===== src/rtl/spi_rx.sv =====
// SPI receive datapath: samples sdi on controller sample strobes and packs bits into 32-bit words.
// Define SPI_RX_LSB_FIRST_EN to receive LSB first; the default build receives MSB first.
module spi_rx #(
  parameter int LEN_W  = 16,
  parameter int WORD_W = 32
) (
  input  logic              clk_i,
  input  logic              rst_i,
  input  logic              en_i,
  input  logic              rx_edge_i,
  input  logic              sdi,
  input  logic [LEN_W-1:0]  rx_bits_len_i,
  input  logic              rx_bits_len_update_i,
  output logic [WORD_W-1:0] rx_data_o,
  output logic [5:0]        rx_data_bits_o,
  output logic              rx_data_vld_o,
  input  logic              rx_data_rdy_i,
  output logic              rx_done_o,
  output logic              rx_busy_o,
  output logic              rx_overflow_o
);

  typedef enum logic {IDLE, RECEIVE} state_e;

  state_e              state_q, state_d;
  logic [LEN_W-1:0]    len_q, len_d;
  logic [LEN_W-1:0]    work_len_q, work_len_d;
  logic [LEN_W-1:0]    cnt_q, cnt_d;
  // The 32nd bit of a word always comes straight from sdi, so 31 stored bits suffice.
  logic [WORD_W-2:0]   shift_q, shift_d;
  logic [WORD_W-1:0]   data_q, data_d;
  logic [5:0]          bits_q, bits_d;
  logic                vld_q, vld_d;
  logic                ovf_q, ovf_d;

  logic                sample;
  logic                last_bit;
  logic                word_done;
  logic [WORD_W-1:0]   sample_word;

`ifdef SPI_RX_LSB_FIRST_EN
  logic [WORD_W-1:0]   ins_mask;

  for (genvar gi = 0; gi < WORD_W; gi++) begin : g_ins
    assign ins_mask[gi] = sdi & (cnt_q[4:0] == 5'(gi));
  end

  assign sample_word = {1'b0, shift_q} | ins_mask;
`else
  assign sample_word = {shift_q, sdi};
`endif

  assign sample    = (state_q == RECEIVE) && en_i && rx_edge_i;
  assign last_bit  = (cnt_q + LEN_W'(1)) == work_len_q;
  assign word_done = sample && ((cnt_q[4:0] == 5'd31) || last_bit);

  always_comb begin
    state_d    = state_q;
    len_d      = len_q;
    work_len_d = work_len_q;
    cnt_d      = cnt_q;
    shift_d    = shift_q;
    data_d     = data_q;
    bits_d     = bits_q;
    vld_d      = vld_q;
    ovf_d      = ovf_q;

    if (vld_q && rx_data_rdy_i) vld_d = 1'b0;
    if (rx_bits_len_update_i)   len_d = rx_bits_len_i;

    case (state_q)
      IDLE: begin
        if (en_i && (len_q != '0)) begin
          state_d    = RECEIVE;
          work_len_d = len_q;
          cnt_d      = '0;
          shift_d    = '0;
          ovf_d      = 1'b0;
        end
      end
      RECEIVE: begin
        if (!en_i) begin
          state_d = IDLE;
        end else if (rx_edge_i) begin
          cnt_d   = cnt_q + LEN_W'(1);
          // Clearing at each word boundary keeps the upper bits of a partial word zero.
          shift_d = word_done ? '0 : sample_word[WORD_W-2:0];
          if (word_done) begin
            if (!vld_q || rx_data_rdy_i) begin
              data_d = sample_word;
              bits_d = {1'b0, cnt_q[4:0]} + 6'd1;
              vld_d  = 1'b1;
            end else begin
              ovf_d = 1'b1;
            end
          end
          if (last_bit) state_d = IDLE;
        end
      end
      default: state_d = IDLE;
    endcase
  end

  always_ff @(posedge clk_i or posedge rst_i) begin
    if (rst_i) begin
      state_q    <= IDLE;
      len_q      <= '0;
      work_len_q <= '0;
      cnt_q      <= '0;
      shift_q    <= '0;
      data_q     <= '0;
      bits_q     <= '0;
      vld_q      <= 1'b0;
      ovf_q      <= 1'b0;
    end else begin
      state_q    <= state_d;
      len_q      <= len_d;
      work_len_q <= work_len_d;
      cnt_q      <= cnt_d;
      shift_q    <= shift_d;
      data_q     <= data_d;
      bits_q     <= bits_d;
      vld_q      <= vld_d;
      ovf_q      <= ovf_d;
    end
  end

  assign rx_data_o      = data_q;
  assign rx_data_bits_o = bits_q;
  assign rx_data_vld_o  = vld_q;
  assign rx_done_o      = sample && last_bit;
  assign rx_busy_o      = (state_q == RECEIVE);
  assign rx_overflow_o  = ovf_q;

endmodule


===== config.mk =====
export PLATFORM = sky130hd
export DESIGN_NAME = spi_rx
export DESIGN_NICKNAME = d
export VERILOG_FILES = /design/src/rtl/spi_rx.sv
export SDC_FILE = /design/constraint.sdc
export NUM_CORES = 1
export LEC_CHECK = 0
export CORE_MARGIN = 3
export CORE_UTILIZATION = 24
export CTS_CLUSTER_SIZE = 20
export DETAILED_ROUTE_END_ITERATION = 6
export PLACE_DENSITY_LB_ADDON = 0.25
export SKIP_LAST_GASP = 1
export SYNTH_ARGS = -nofsm -noshare
export SYNTH_HDL_FRONTEND = slang
export SYNTH_SLANG_ARGS = --single-unit
export TNS_END_PERCENT = 5

===== constraint.sdc =====
create_clock -name clk_i -period 4.55 [get_ports clk_i]
set_input_delay 0.455 -clock clk_i [delete_from_list [all_inputs] [get_ports clk_i]]
set_output_delay 0.455 -clock clk_i [all_outputs]
set_load 0.05 [all_outputs]

Word level (Yosys, flattened, before mapping)
Cells that the tools add are included.
{"block": "word_totals", "input_bits": 23, "word_cells": 59, "reg_bits": 120, "output_inout_bits": 42}
{"block": "classes", "eq_ne": 7, "n_bitwise": 1, "mux": 26, "addsub": 2, "n_reduce_logical": 14}
{"op": "31-bit two-way mux", "n": 4}
{"op": "31-bit one-hot mux with 2 select lines", "n": 1}
{"op": "16-bit two-way mux", "n": 3}
{"op": "16-bit one-hot mux with 2 select lines", "n": 1}
{"op": "16-bit by 1-bit adder with 16-bit output, second input constant", "n": 1}
{"op": "16-bit == test", "n": 1}
{"op": "16-bit nonzero test", "n": 1}
{"op": "1-bit two-way mux", "n": 15}
{"op": "5-bit AND reduction", "n": 2}
{"op": "2-bit != test, second input constant", "n": 4}
{"op": "5-bit by 1-bit adder with 6-bit output, second input constant", "n": 1}
{"op": "1-bit logical AND", "n": 6}
{"op": "5-bit == test, second input constant", "n": 1}
{"op": "1-bit one-hot mux with 2 select lines", "n": 2}
{"op": "3-bit AND reduction", "n": 1}
{"op": "1-bit logical OR", "n": 2}
{"op": "2-bit by 1-bit != test with 1-bit output, second input constant", "n": 1}
{"op": "2-bit AND reduction", "n": 1}
{"op": "1-bit logical NOT", "n": 1}
{"op": "1-bit inverter", "n": 1}

Depth between registers and ports, before layout
{"block": "logic_depth", "ltp_word": 8, "ltp_mapped": 13, "depth_no_buf": 10}

Least setup slack after synthesis
Ideal clock, no wire load.
{"block": "synth_path", "kind": "register to output", "from": "reg cnt_q[0]", "to": "out rx_done_o", "arrival_time_ns": 3.779, "path_stages_with_launch": 12, "path_buffers": 2, "required_time_ns": 4.095, "slack_ns": 0.316, "path_cell_list": "dfrtp_1 > ha_1 > and3_1 > ha_1 > xor2_1 > a2111oi_2 > nand3_1 > a311o_1 > or4_1 > clkbuf_1 > clkbuf_1 > nor3_1"}
{"block": "synth_via", "elab_chain_len": 3}
{"item": "from (decl)", "line": "28", "source": "logic [LEN_W-1:0] cnt_q, cnt_d;"}
{"item": "from (signal assigned)", "line": "119", "source": "cnt_q <= cnt_d;"}
{"item": "16-bit by 1-bit adder with 16-bit output", "line": "54", "source": "assign last_bit = (cnt_q + LEN_W'(1)) == work_len_q;"}
{"item": "16-bit == test", "line": "54"}
{"item": "1-bit logical AND", "line": "131", "source": "assign rx_done_o = sample && last_bit;"}
{"item": "to (decl)", "line": "18", "source": "output logic rx_done_o,"}
No other way between the ends.

Worst setup path in the final report
Ends and elaborated chain as after synthesis.

==> out/qor.csv <==
metric,value,unit
die outline height,158,um
die area,25000,sq um
number of placement rows,55,
global-route wire length before repair,24300,um
post-DR vias/cell,5.09,
Worst Path Max Fanout,7,
Crit. End Element,output port,
clock sink count,120,
"Hold Violations, Final",0,
initial antenna violation count,0,
largest net degree at the start of global routing,79,
status,completed,
P per Cell Area,415,nW/um^2
Cells after Synth,499,
f_max,245,MHz
H-Tree Depth,4,
initial detailed-routing violation count,217,
Placed Area,6500,sq um
post-route ant nets,0,
Avg WL per Cell,17.2,um
RSZ-0062 raised after global routing,false,
post-CTS sizing,0,
post-CTS setup buffer count,0,
Detailed Place HPWL,9800,um
gpl congestion,0.808,
CTS tree,yes,
DR pass1 iterations,5,
Clock transition at path regs,0.06,ns
FILL cells,2318,
synth warn,0,
Layout Area Growth over Synthesis,29.0,%
"commonest non-fill, non-tap cell in the layout",dfrtp_1,
CTS Buf Count,17,
Synth cell types,42,
synthesized area per cell,11.1,sq um
Mapped Area,5550,sq um
Final Instance Area,7160,sq um
Chip Width,158,um
clk_skew,0.00904,ns
I/O Buffers,64,
number of global-route vias before repair,4446,
CP Class,register to output port,
CP Data Required Time,4.09,ns
Final Setup Violations,0,
"FF+latch count, synth",120,
initial core utilization,0.244,
minimum clock period,4.08,ns
R2R cell count,11,
Post-Syn Nets,524,
CTS root buffer,clkbuf_16,
Max VDD drop,0.228,mV
period utilization,0.897,
grt ovf,0,
register area share after synthesis,0.541,
hold depth,1,
Min-Delay Path Class,register to register,
I/O Pins,65,
CP Launch Type,register,
Post-route DRC,0,
core area,22700,sq um
worst-margin pin slew,1.14,ns
CTS max path bufs,2,
vias post-DR,4313,
Max Slew Vio Count,0,
P_leak,2.88,nW
Routed WL,14600,um
Antenna Cells,0,
total of max-cap violations,0,
layout cells sized above 1,0.151,
setup_tns,0,ns
# hold bufs at CTS,0,
max_slew headroom,0.242,
gr usage total,0.124,
most frequent cells in the layout,"120 x dfrtp_1, 63 x clkdlybuf4s50_1, 36 x inv_1, 36 x o211ai_1, 36 x o41ai_1",
CP arrival,3.63,ns
dpl ws,0.858,ns
worst setup margin,0.468,ns
net count reported at finish,574,
clock latency on the worst-skew pair,0.42,ns
## synth_stat cells
cell	count	area (sq um)
or2_2	1	6.26
and2_1	2	12.5
a22o_1	31	272
nor4_1	6	37.5
a2111oi_2	1	15.0
buf_1	3	11.3
o211ai_1	36	270
o22ai_1	2	12.5
o21ai_0	30	150
or3b_1	1	8.76
a41oi_1	1	8.76
xnor2_1	10	87.6
nor3_1	3	15.0
clkbuf_1	33	124
and4_1	3	26.3
a311o_1	1	10.0
or4_1	2	15.0
a21oi_1	7	35.0
nand2_1	14	52.6
or3_1	3	18.8
inv_1	37	139
a31o_2	1	8.76
and3_1	4	25.0
mux2i_1	1	10.0
mux2_2	32	360
nand2b_1	5	31.3
buf_2	9	45.0
a211oi_1	1	7.51
o41a_1	3	33.8
nor2b_1	5	31.3
nand3_1	8	40.0
o31ai_1	5	37.5
xor2_1	9	78.8
a31oi_1	9	56.3
ha_1	2	25.0
nand3b_1	1	7.51
dfrtp_1	120	3000
o41ai_1	36	315
nor4b_1	1	8.76
nor2_1	12	45.0
nand4_1	7	43.8
o211a_1	1	10.0
## cells by family after synthesis
group	synth area share
AOI/OAI and AO/OA	0.224
DFF	0.541
buffers and inverters	0.0575
and+or+nand+nor	0.0766
muxes	0.0667
xor gates and xnor gates	0.0300
adders and majority gates	0.00451
## registers in the layout, indices dropped and copies added (netlist names)
name            count
rx_data_vld_o       1
rx_overflow_o       1
len_q              16
work_len_q         16
rx_busy_o           1
rx_data_o          32
cnt_q              16
rx_data_bits_o      6
shift_q            31
## power breakdown
part / total, mW / leakage, nW / switching, mW / internal (mW)
Clock: 1.50 / 0.318 / 0.496 / 1.00
Sequential: 1.19 / 1.60 / 0.0602 / 1.13
Combinational: 0.281 / 0.958 / 0.154 / 0.127
## critical path, cell delays in order, from the launching register on
cell and delay (ns):
dfrtp_1 0.45, ha_1 0.30, and3_1 0.17, ha_1 0.30
xor2_1 0.18, a2111oi_2 0.20, nand3_1 0.11, a311o_1 0.31
or4_1 0.54, nor3_1 0.45, buf_12 0.20
## final timing paths
check | endpoint | slack, ns | start
worst max-delay path | rx_done_o | 0.47 | cnt_q[0]
worst min-delay path | cnt_q[15] | 0.51 | cnt_q[15]
worst max register to register | rx_overflow_o | 0.98 | cnt_q[0]
worst min register to register | cnt_q[15] | 0.51 | cnt_q[15]
max in group asynchronous | rx_data_o[1] | 3.04 | rst_i
min in group asynchronous | shift_q[22] | 0.62 | rst_i
## layer usage
metal,vias to the layer above,GRT usage,routed length [um]
met4,0,0.0475,250
met1,2187,0.168,6730
li1,1997,-,-
met3,18,0.0268,670
met5,-,0,0
met2,111,0.192,6960
## final cells by class
type / count / area, sq um / share of cell area
inverters: 37 / 141 / 0.0197
repair buffers: 76 / 741 / 0.103
flip-flops and latches: 120 / 3000 / 0.419
clock inverters: 11 / 194 / 0.0271
clock buffers: 21 / 460 / 0.0643
well taps: 285 / 357 / 0.0498
multi-input cells: 297 / 2260 / 0.316
## metrics by stage
step	cells	hold slack, ns	total power, mW	utilization
after global placement	815	0.497	1.48	0.286
after floorplan	499	0.470	1.39	-
after global routing	847	0.516	3.10	0.315
after CTS	847	0.511	3.01	0.315
final	847	0.513	2.97	0.315
after detailed placement	815	0.494	1.49	0.286
(Power assumes the default switching activity.)
